<file path="src/rtl/fetch_decode_ctrl_pkg.sv">
// Shared encodings for the fetch/decode control unit: FSM states, opcode and
// extension fields, jump condition codes and ALU flag bit positions.
package ctrl_defs;

    typedef enum logic [1:0] {
        S_FETCH  = 2'd0,
        S_DECODE = 2'd1,
        S_EXEC   = 2'd2,
        S_MEMRD  = 2'd3
    } state_e;

    localparam logic [3:0] OP_RTYPE   = 4'h0;
    localparam logic [3:0] OP_SPECIAL = 4'h4;
    localparam logic [3:0] OP_CMPI    = 4'hB;
    localparam logic [3:0] EXT_LOAD   = 4'h0;
    localparam logic [3:0] EXT_STOR   = 4'h4;
    localparam logic [3:0] EXT_JCOND  = 4'hC;
    localparam logic [3:0] EXT_CMP    = 4'hB;

    localparam logic [3:0] COND_EQ = 4'd0;
    localparam logic [3:0] COND_NE = 4'd1;
    localparam logic [3:0] COND_CS = 4'd2;
    localparam logic [3:0] COND_CC = 4'd3;
    localparam logic [3:0] COND_HI = 4'd4;
    localparam logic [3:0] COND_LS = 4'd5;
    localparam logic [3:0] COND_GT = 4'd6;
    localparam logic [3:0] COND_LE = 4'd7;
    localparam logic [3:0] COND_FS = 4'd8;
    localparam logic [3:0] COND_FC = 4'd9;
    localparam logic [3:0] COND_LT = 4'd12;
    localparam logic [3:0] COND_GE = 4'd13;
    localparam logic [3:0] COND_UC = 4'd14;

    localparam int FLAG_C = 0;
    localparam int FLAG_L = 1;
    localparam int FLAG_F = 2;
    localparam int FLAG_Z = 3;
    localparam int FLAG_N = 4;

endpackage

</file>
<file path="src/rtl/fetch_decode_ctrl_if.sv">
// Bundle between the control unit (master) and the datapath/memory (slave).
interface fetch_decode_ctrl_if #(
    parameter int NUM_REGS = 16,
    parameter int DATA_W   = 16
);
    logic [DATA_W-1:0]   mem_data;
    logic [4:0]          flags;
    logic [DATA_W-1:0]   opcode;
    logic [DATA_W-1:0]   imm_val;
    logic                imm_sel;
    logic [3:0]          mux_a_sel;
    logic [3:0]          mux_b_sel;
    logic [NUM_REGS-1:0] reg_en;
    logic                alu_sel;
    logic                flag_en;
    logic                w_en_a;
    logic                pc_sel;
    logic                pc_en;
    logic                pc_ld;
    logic [1:0]          state;

    modport master (
        input  mem_data, flags,
        output opcode, imm_val, imm_sel, mux_a_sel, mux_b_sel, reg_en,
               alu_sel, flag_en, w_en_a, pc_sel, pc_en, pc_ld, state
    );

    modport slave (
        output mem_data, flags,
        input  opcode, imm_val, imm_sel, mux_a_sel, mux_b_sel, reg_en,
               alu_sel, flag_en, w_en_a, pc_sel, pc_en, pc_ld, state
    );
endinterface

</file>
<file path="src/rtl/fetch_decode_ctrl_cond_eval.sv">
// Evaluates a JCOND condition code against the current ALU flags.
module cond_eval
    import ctrl_defs::*;
(
    input  logic [3:0] cond,
    input  logic [4:0] flags,
    output logic       taken
);
    always_comb begin
        taken = 1'b0;
        case (cond)
            COND_EQ: taken =  flags[FLAG_Z];
            COND_NE: taken = !flags[FLAG_Z];
            COND_CS: taken =  flags[FLAG_C];
            COND_CC: taken = !flags[FLAG_C];
            COND_HI: taken =  flags[FLAG_L];
            COND_LS: taken = !flags[FLAG_L];
            COND_GT: taken =  flags[FLAG_N];
            COND_LE: taken = !flags[FLAG_N];
            COND_FS: taken =  flags[FLAG_F];
            COND_FC: taken = !flags[FLAG_F];
            COND_LT: taken = !flags[FLAG_L] && !flags[FLAG_Z];
            COND_GE: taken =  flags[FLAG_L] ||  flags[FLAG_Z];
            COND_UC: taken = 1'b1;
            default: taken = 1'b0;
        endcase
    end
endmodule

</file>
<file path="src/rtl/fetch_decode_ctrl.sv">
// Multi-cycle fetch/decode/execute controller: latches the instruction from
// memory port A and drives every datapath control from the state and ir.
module fetch_decode_ctrl
    import ctrl_defs::*;
#(
    parameter int NUM_REGS = 16,
    parameter int DATA_W   = 16
) (
    input  logic                clk,
    input  logic                reset,
    fetch_decode_ctrl_if.master bus
);
    state_e            state_q, state_d;
    logic [DATA_W-1:0] ir_q, ir_d;
    logic [3:0]        op, rd, ext, rs;
    logic              taken;
    logic              is_cmp;

    function automatic logic signed [DATA_W-1:0] sext8(input logic signed [7:0] v);
        return {{(DATA_W-8){v[7]}}, v};
    endfunction

    assign op  = ir_q[15:12];
    assign rd  = ir_q[11:8];
    assign ext = ir_q[7:4];
    assign rs  = ir_q[3:0];

    assign is_cmp = ((op == OP_RTYPE) && (ext == EXT_CMP)) || (op == OP_CMPI);

    cond_eval u_cond (
        .cond  (rd),
        .flags (bus.flags),
        .taken (taken)
    );

    always_ff @(posedge clk or posedge reset) begin
        if (reset) begin
            state_q <= S_FETCH;
            ir_q    <= '0;
        end else begin
            state_q <= state_d;
            ir_q    <= ir_d;
        end
    end

    assign bus.state   = state_q;
    assign bus.opcode  = ir_q;
    assign bus.imm_val = sext8(ir_q[7:0]);

    always_comb begin
        state_d       = state_q;
        ir_d          = ir_q;
        bus.imm_sel   = 1'b0;
        bus.mux_a_sel = '0;
        bus.mux_b_sel = '0;
        bus.reg_en    = '0;
        bus.alu_sel   = 1'b0;
        bus.flag_en   = 1'b0;
        bus.w_en_a    = 1'b0;
        bus.pc_sel    = 1'b0;
        bus.pc_en     = 1'b0;
        bus.pc_ld     = 1'b0;
        case (state_q)
            S_FETCH: begin
                bus.pc_sel = 1'b1;
                state_d    = S_DECODE;
            end
            // Memory read data for the PC address arrives here.
            S_DECODE: begin
                bus.pc_sel = 1'b1;
                ir_d       = bus.mem_data;
                state_d    = S_EXEC;
            end
            S_EXEC: begin
                state_d = S_FETCH;
                if (op == OP_SPECIAL) begin
                    case (ext)
                        EXT_LOAD: begin
                            bus.mux_a_sel = rs;
                            state_d       = S_MEMRD;
                        end
                        EXT_STOR: begin
                            bus.mux_a_sel = rs;
                            bus.mux_b_sel = rd;
                            bus.w_en_a    = 1'b1;
                            bus.pc_en     = 1'b1;
                        end
                        EXT_JCOND: begin
                            bus.mux_a_sel = rs;
                            bus.pc_en     = 1'b1;
                            bus.pc_ld     = taken;
                        end
                        default: bus.pc_en = 1'b1;
                    endcase
                end else begin
                    bus.mux_a_sel = rd;
                    bus.mux_b_sel = rs;
                    bus.imm_sel   = (op != OP_RTYPE);
                    bus.alu_sel   = 1'b1;
                    bus.flag_en   = 1'b1;
                    bus.pc_en     = 1'b1;
                    if (!is_cmp) bus.reg_en = NUM_REGS'(1) << rd;
                end
            end
            // Second cycle of LOAD: write memory data back to rd.
            S_MEMRD: begin
                bus.mux_a_sel = rs;
                bus.reg_en    = NUM_REGS'(1) << rd;
                bus.pc_en     = 1'b1;
                state_d       = S_FETCH;
            end
            default: state_d = S_FETCH;
        endcase
    end
endmodule

</file>
<file path="src/flat_wrapper.sv">
// flat-port wrapper written by rule: the top's interface ports become plain ports
module fetch_decode_ctrl_flat import ctrl_defs::*;
#(
    parameter int NUM_REGS = 16,
    parameter int DATA_W   = 16
)
  (clk, reset, bus_mem_data, bus_flags, bus_opcode, bus_imm_val, bus_imm_sel, bus_mux_a_sel, bus_mux_b_sel, bus_reg_en, bus_alu_sel, bus_flag_en, bus_w_en_a, bus_pc_sel, bus_pc_en, bus_pc_ld, bus_state);
  fetch_decode_ctrl_if #(.NUM_REGS(NUM_REGS), .DATA_W(DATA_W)) bus_i ();
  input  logic clk;
  input  logic reset;
  input wire logic [$bits(bus_i.mem_data)-1:0] bus_mem_data;
  input wire logic [$bits(bus_i.flags)-1:0] bus_flags;
  output wire logic [$bits(bus_i.opcode)-1:0] bus_opcode;
  output wire logic [$bits(bus_i.imm_val)-1:0] bus_imm_val;
  output wire logic [$bits(bus_i.imm_sel)-1:0] bus_imm_sel;
  output wire logic [$bits(bus_i.mux_a_sel)-1:0] bus_mux_a_sel;
  output wire logic [$bits(bus_i.mux_b_sel)-1:0] bus_mux_b_sel;
  output wire logic [$bits(bus_i.reg_en)-1:0] bus_reg_en;
  output wire logic [$bits(bus_i.alu_sel)-1:0] bus_alu_sel;
  output wire logic [$bits(bus_i.flag_en)-1:0] bus_flag_en;
  output wire logic [$bits(bus_i.w_en_a)-1:0] bus_w_en_a;
  output wire logic [$bits(bus_i.pc_sel)-1:0] bus_pc_sel;
  output wire logic [$bits(bus_i.pc_en)-1:0] bus_pc_en;
  output wire logic [$bits(bus_i.pc_ld)-1:0] bus_pc_ld;
  output wire logic [$bits(bus_i.state)-1:0] bus_state;
  assign bus_i.mem_data = bus_mem_data;
  assign bus_i.flags = bus_flags;
  assign bus_opcode = bus_i.opcode;
  assign bus_imm_val = bus_i.imm_val;
  assign bus_imm_sel = bus_i.imm_sel;
  assign bus_mux_a_sel = bus_i.mux_a_sel;
  assign bus_mux_b_sel = bus_i.mux_b_sel;
  assign bus_reg_en = bus_i.reg_en;
  assign bus_alu_sel = bus_i.alu_sel;
  assign bus_flag_en = bus_i.flag_en;
  assign bus_w_en_a = bus_i.w_en_a;
  assign bus_pc_sel = bus_i.pc_sel;
  assign bus_pc_en = bus_i.pc_en;
  assign bus_pc_ld = bus_i.pc_ld;
  assign bus_state = bus_i.state;
  fetch_decode_ctrl #(.NUM_REGS(NUM_REGS), .DATA_W(DATA_W)) u_core (.clk(clk), .reset(reset), .bus(bus_i));
endmodule
</file>
<file path="config.mk">
export PLATFORM = sky130hd
export DESIGN_NAME = fetch_decode_ctrl_flat
export DESIGN_NICKNAME = d
export VERILOG_FILES = /design/src/rtl/fetch_decode_ctrl_pkg.sv /design/src/rtl/fetch_decode_ctrl_if.sv /design/src/rtl/fetch_decode_ctrl_cond_eval.sv /design/src/rtl/fetch_decode_ctrl.sv /design/src/flat_wrapper.sv
export SDC_FILE = /design/constraint.sdc
export NUM_CORES = 1
export LEC_CHECK = 0
export BUFFER_PORTS_ARGS = -buffer_cell sky130_fd_sc_hd__buf_2
export CORE_MARGIN = 2
export CORE_UTILIZATION = 42
export DETAILED_ROUTE_END_ITERATION = 10
export GPL_ROUTABILITY_DRIVEN = 1
export MAX_ROUTING_LAYER = met4
export PLACE_DENSITY = 0.84
export SLEW_MARGIN = 0
export SYNTH_ARGS = -nofsm -noshare
export SYNTH_HDL_FRONTEND = slang
export SYNTH_SLANG_ARGS = --single-unit
</file>
<file path="constraint.sdc">
create_clock -name clk -period 2.4 [get_ports clk]
set_input_delay 0.48 -clock clk [delete_from_list [all_inputs] [get_ports clk]]
set_output_delay 0.48 -clock clk [all_outputs]
set_load 0.02 [all_outputs]
</file>
==> results.ini, run 1 <==
[cells_and_area]
syn2layout_area_growth_pct=41.3
layout_commonest_cell=buf_2
num_antenna_cells=0
fin_util_pct=62.4
layout.cells.non_filler=270
drive_above_1_share_pct=60.6
layout.nets=251
postLayoutCellArea_mm2=0.00189
mostFrequentLayoutCells=buf_2 (83), buf_4 (18), dfrtp_1 (18)

[logic_synthesis]
synth_fa_ha_area_share_pct=0
synth_top_family_by_area=simple AND/OR/NAND/NOR gates
synthXorXnorAreaFrac_pct=1.31
synth.area.top_cells=dfrtp_1 (34%), mux2_2 (12%), buf_4 (10%)
synthesis.area_mm2=0.00134
synth-simple-area-share_pct=24.3
postSynthCellCount=147
yosys_warnings=0
synth-compound-area-share_pct=14.2
yosysTopAreaCell=dfrtp_1
synth_edf_count=0
syn_avg_cell_area_um2=9.09
synth_ff_type=dfrtp_1
ys_types=35
ys_ff_latch=18
async_flop_share_pct=100
ys_seq_area_share_pct=33.7
synth_top_area_share_pct=33.7
synthesis.nets=170
synthMuxAreaShare_pct=12.5

[power_and_ir_drop]
ir_drop_mv=0.766
clkPwrFrac_pct=5.0
cellPowerDensity_mw_per_mm2=1550
finalPower_mw=2.93
leakage_nw=0.941
intPower_mw=1.35
p_seq_share_pct=21.6
swShare_pct=54.1
p_sw_mw=1.59
power_frac_comb_pct=73.4

[timing]
fmax_mhz=420
finalCriticalPeriod_ps=2380
setup_viol_count_final=0
fin_crit_sh_pct=99.3
finClkSkew_ps=2.76
timing.slew.headroom_pct=56.6
worstMarginPinSlew_ps=650
slew_violations=0
setup_ws_ps=16.9
whs_ps=254
finalHoldViolations=0
rsz0062_at_grt=true
fin_tns_setup_ps=0

[place]
finalWeightedCongestion=0.842
post-place-ws_ps=127
numPortBuffers=87
dp.cells=262
dp_hpwl_mm=2.79
post_dp_cell_area_mm2=0.00173

[clocking]
cts_tree=done
hold_buffers=0
cts_sinks=18
path_clk_slew_ps=90
numCtsBuffers=3
clk_latency_ps=300
cts.htree.levels=1
cts_buffer_depth=2
root_buffer=clkbuf_4

[worst_setup_path]
crit_required_ps=1920
worstSetupStartpointType=flip-flop
path_buf_inv=1
critPathCaptureType=output port
slowest_delay_ps=500
path_class=flip-flop to output port
worst_path_max_delay_cell=or4_4
critPathMaxFanout=3
path_cells=nor3_4 -> nand3_2 -> or4_4 -> a31oi_1 -> buf_2
crit_family=simple AND/OR/NAND/NOR gates
critPathArrivalTime_ps=1900

[route]
dr.pass1.iters=4
ant_nets=0
drtIter0Drc=64
totalWireLength_mm=3.80
routedWlPerCell_um=14.1
post-route-drc-count=0
routed_via_density=5.22
dr_total_vias=1410

[floorplan]
rows=20
ios=88
dieHeight_um=60.4
die_area_mm2=0.00365
core_mm2=0.00303
die_width_um=60.4
start_util_pct=44.1

[run_status]
status=completed

[global_route]
grt_usage_pct=21.1
grt.overflow.total=0
grt_pass1_wl_mm=5.56
antenna_found_initial=0
grt_pass1_vias=1175
grt_max_degree=19

[min_path]
min_path_type=input port to async pin

[job]
max-cap-violations=0

==> power by group through the flow <==
stage                     Sequential [mW]  Clock (mW)  Combinational, mW
final                               0.633       0.148               2.15
after global routing                0.665       0.164               2.31
after CTS                           0.625       0.148               2.05
after detailed placement            0.647           0               1.97
after global placement              0.633           0               1.94
after floorplan                     0.848           0               1.31
==> registers in the layout, indices dropped and copies added, names as in the netlist <==
name and count:
u_core.bus.opcode 16, u_core.bus.state 2
==> Yosys cell counts (2+ instances only) <==
master	number
buf_4	18
dfrtp_1	18
nor2_1	16
mux2_2	14
nand3_1	10
a22o_1	9
nand2_1	6
nor2b_1	6
nor4b_1	6
o21ai_0	6
buf_2	4
inv_1	4
clkbuf_1	3
a21oi_1	2
a21oi_2	2
a31oi_1	2
nand2b_1	2
or4_1	2
==> metal layers <==
metal	vias to the layer above	global-route usage, %	share of wire [%]	wire length (um)
li1	679	-	-	-
met1	664	24.7	39	1500
met2	61	36.2	53	2000
met3	6	2.77	6.2	235
met4	0	9.21	1.8	68
met5	-	-	0	0
==> logic make-up after synthesis <==
| logic type | count (synthesis) |
|---|---|
| and+or+nand+nor | 56 |
| buffers and inverters | 30 |
| AOI/OAI and AO/OA | 26 |
| DFF | 18 |
| muxes | 15 |
| xor gates and xnor gates | 2 |
==> timing repair <==
item | in CTS | in global routing
gates resized for setup | 4 | 17
setup endpoints to repair | 4 | 15
setup buffers | 4 | 1
hold endpoints to repair | 0 | 0
pin swaps | 2 | 3
==> cell type report <==
type	instances	area, um^2
clock buffers	3	22.5
fillers	278	1140
inverters	5	22.5
multi-input cells	99	787
flip-flops and latches	18	450
well taps	44	55.1
repair buffers	101	551
==> worst reg2reg max path, stage by stage, from the launching register on <==
cell and delay (ps):
dfrtp_1 390, buf_4 190, nor2b_1 300, buf_4 300, mux2_2 360
==> worst paths after layout <==
path / from / endpoint / slack (ps) / cells past startpoint
min in group clk: bus_mem_data[8] / u_core.bus.opcode[8]$_DFFE_PP0P_ / 380 / 3
min reg2reg: u_core.bus.state[0]$_DFF_PP0_ / u_core.bus.state[0]$_DFF_PP0_ / 560 / 1
max: u_core.bus.opcode[13]$_DFFE_PP0P_ / bus_pc_ld / 20 / 5
max in group asynchronous: reset / u_core.bus.opcode[4]$_DFFE_PP0P_ / 1730 / 2
min: reset / u_core.bus.opcode[10]$_DFFE_PP0P_ / 250 / 2
max reg2reg: u_core.bus.state[1]$_DFF_PP0_ / u_core.bus.opcode[14]$_DFFE_PP0P_ / 750 / 4
No activity file was read; power rests on OpenSTA's default activity.
==> run 2, diff against run 1 <==
--- a/config.mk
+++ b/config.mk
@@ -7,12 +7,13 @@
 export LEC_CHECK = 0
 export BUFFER_PORTS_ARGS = -buffer_cell sky130_fd_sc_hd__buf_2
 export CORE_MARGIN = 2
-export CORE_UTILIZATION = 42
+export CORE_UTILIZATION = 44
 export DETAILED_ROUTE_END_ITERATION = 10
 export GPL_ROUTABILITY_DRIVEN = 1
 export MAX_ROUTING_LAYER = met4
-export PLACE_DENSITY = 0.84
+export PLACE_DENSITY = 0.85
 export SLEW_MARGIN = 0
 export SYNTH_ARGS = -nofsm -noshare
 export SYNTH_HDL_FRONTEND = slang
+export SYNTH_HIERARCHICAL = 1
 export SYNTH_SLANG_ARGS = --single-unit
==> run 2 against run 1 <==
Effect of this change: first-iteration DRC count fell by 55%; combinational power down 13%; global-route usage fell by 2.0 points; clock skew down 1.4 ps; clock-buffer cell count is the same; clock power shrank 5%; design area increased by 0.27%; synthesized cell count increased by 2.7%; total power down 4.3%; area after synthesis rose by 12%; sequential share of layout area increased by 0.27 points.
==> results.ini, run 2 <==
[run_status]
status=completed

[cells_and_area]
num_antenna_cells=0  ; unchanged
mostFrequentLayoutCells=buf_2 (87), mux2_2 (16), dfrtp_1 (13)
fin_util_pct=57.2  ; -5.2 points
layout.nets=243  ; -3.2%
largest_reg_flops=16  ; unchanged
postLayoutCellArea_mm2=0.00189  ; +0.27%
drive_above_1_share_pct=60.1  ; -0.53 points
syn2layout_area_growth_pct=26.5
layout.cells.non_filler=264  ; -2.2%
layout_commonest_cell=buf_2

[floorplan]
ios=88  ; unchanged
core_mm2=0.00331  ; +9.3%
die_width_um=62.3  ; +3.2%
rows=21  ; +5.0%
dieHeight_um=62.3  ; +3.2%
die_area_mm2=0.00388  ; +6.4%
start_util_pct=45.2  ; +1.1 points

[route]
drtIter0Drc=29  ; -55%
met1_length_mm=1.53  ; +1.9%
routed_via_density=5.21  ; -0.27%
routedWlPerCell_um=13.0  ; -7.8%
ant_nets=0  ; unchanged
totalWireLength_mm=3.43  ; -9.9%
dr_wl_met2_mm=1.66  ; -17%
top_layer_used=met4
wl_met3_um=184  ; -22%
dr.pass1.iters=4  ; unchanged
post-route-drc-count=0  ; unchanged
dr_total_vias=1375  ; -2.5%

[logic_synthesis]
ys_types=37  ; +5.7%
synthesis.nets=174  ; +2.4%
synth.area.top_cells=dfrtp_1 (30%), mux2_2 (12%), buf_4 (9.5%)
syn_avg_cell_area_um2=9.91  ; +9.0%
synth_common_cells=buf_4 (19), dfrtp_1 (18), mux2_2 (16)
synthesis.area_mm2=0.00150  ; +12%
yosysTopAreaCell=dfrtp_1
async_flop_share_pct=100  ; unchanged
postSynthCellCount=151  ; +2.7%
synth_ff_type=dfrtp_1
ys_ff_latch=18  ; unchanged
yosys_warnings=6  ; +6
yosysMostFrequentCell=buf_4
ys_seq_area_share_pct=30.1  ; -3.6 points
synth_top_area_share_pct=30.1  ; -3.6 points
synth_edf_count=0  ; unchanged

[clocking]
cts_sinks=18  ; unchanged
cts.htree.levels=1  ; unchanged
path_clk_slew_ps=90  ; about the same
cts_tree=done
clk_latency_ps=280  ; -20 ps
post_cts_buffers=0  ; -4
cts_buffer_depth=2  ; unchanged
numCtsBuffers=3  ; unchanged
hold_buffers=0  ; unchanged
root_buffer=clkbuf_4

[timing]
slew_violations=0  ; unchanged
worstMarginPinSlew_ps=679  ; +28.4 ps
fmax_mhz=432  ; +2.9%
setup_viol_count_final=0  ; unchanged
fin_tns_setup_ps=0  ; unchanged
fin_crit_sh_pct=96.5  ; -2.8 points
setup_ws_ps=84.3  ; +67.4 ps
whs_ps=284  ; +30.7 ps
finalCriticalPeriod_ps=2320  ; -67.4 ps
finClkSkew_ps=1.34  ; -1.42 ps
timing.slew.headroom_pct=54.7  ; -1.9 points
finalHoldViolations=0  ; unchanged
rsz0062_at_grt=true

[place]
dp.cells=261  ; -0.38%
finalWeightedCongestion=0.814  ; -3.3%
post_dp_cell_area_mm2=0.00183  ; +5.6%
numPortBuffers=87  ; unchanged
dp_hpwl_mm=2.57  ; -7.9%
post-place-ws_ps=177  ; +49.5 ps

[power_and_ir_drop]
finalPower_mw=2.80  ; -4.3%
intPower_mw=1.29  ; -4.1%
leakage_nw=0.922  ; -2.1%
ir_drop_mv=0.704  ; -8.1%
clkPwrFrac_pct=5.0  ; about the same
power_frac_comb_pct=67.1  ; -6.3 points
cellPowerDensity_mw_per_mm2=1480  ; -4.6%
swShare_pct=54.0  ; -0.082 points
p_sw_mw=1.51  ; -4.4%
p_seq_share_pct=27.9  ; +6.3 points

[min_path]
min_path_type=input port to async pin

[worst_setup_path]
path_class=flip-flop to output port
r2r_start=u_core/bus.state[0]$_DFF_PP0_
critPathArrivalTime_ps=1840  ; -60 ps
worstSetupStartpointType=flip-flop
crit_required_ps=1920  ; about the same
critPathCaptureType=output port
critPathMaxFanout=5  ; +2
crit_start=u_core/bus.opcode[15]$_DFFE_PP0P_

[global_route]
grt_pass1_wl_mm=6.02  ; +8.3%
grt.overflow.total=0  ; unchanged
grt_pass1_vias=1262  ; +7.4%
grt_usage_pct=19.1  ; -2.0 points
antenna_found_initial=0  ; unchanged
grt_max_degree=19  ; unchanged

[job]
max-cap-violations=0  ; unchanged

[run 2: cell count changes after synthesis, sizes merged, moves of 5 or more]
cell,delta
a22o,-5
nand2,+6
nand3,-8
nor2,-6
nor2b,-6
nor3,+9
o21ai,-5
[run 2: timing repair]
action / in CTS / in global routing
gates resized for setup: 1 / 11
setup endpoints to repair: 1 / 19
pin swaps: 0 / 2
[run 2: layer usage]
layer | vias up | track usage, %
li1 | 682 | -
met1 | 643 | 24.6
met2 | 44 | 32.6
met5 | - | -
met3 | 6 | 1.27
met4 | 0 | 5.83
[run 2: worst max-delay path, cell delays in order, from the launching register on]
cell and delay [ps]:
dfrtp_1 450, nor4b_4 430, a31oi_1 250, o2bb2ai_1 240
buf_2 190
[run 2: logic make-up after synthesis]
family / share of synthesized area, %
simple gates: 27.3
buf+inv: 14.0
compound gates: 12.9
mux: 15.0
flops: 30.1
xor+xnor: 0.585
[run 2: cell type report]
type	instances	area (um^2)
flip-flops and latches	18	457
repair buffers	92	473
well taps	46	57.6
fillers	322	1420
inverters	4	15.0
clock buffers	3	22.5
multi-input cells	101	868
[run 2: worst paths after layout]
| check | to | slack [ps] | depth (start not counted) |
|---|---|---|---|
| worst max-delay path | bus_mux_a_sel[1] | 80 | 4 |
| worst min-delay path | u_core/bus.opcode[7]$_DFFE_PP0P_ | 280 | 2 |
| worst max register to register | u_core/bus.opcode[1]$_DFFE_PP0P_ | 850 | 3 |
| worst min register to register | u_core/bus.state[0]$_DFF_PP0_ | 580 | 1 |
| max in group asynchronous | u_core/bus.state[1]$_DFF_PP0_ | 1650 | 2 |
| min in group clk | u_core/bus.opcode[15]$_DFFE_PP0P_ | 420 | 2 |
[run 2: power groups by stage]
stage          clock (mW)  combinational [mW]  sequential (mW)
2_1_floorplan           0                1.40            0.878
3_3_place_gp            0                1.84            0.756
3_5_place_dp            0                1.86            0.771
4_1_cts             0.150                1.87            0.766
5_1_grt             0.169                2.01            0.828
6_report            0.141                1.88            0.782
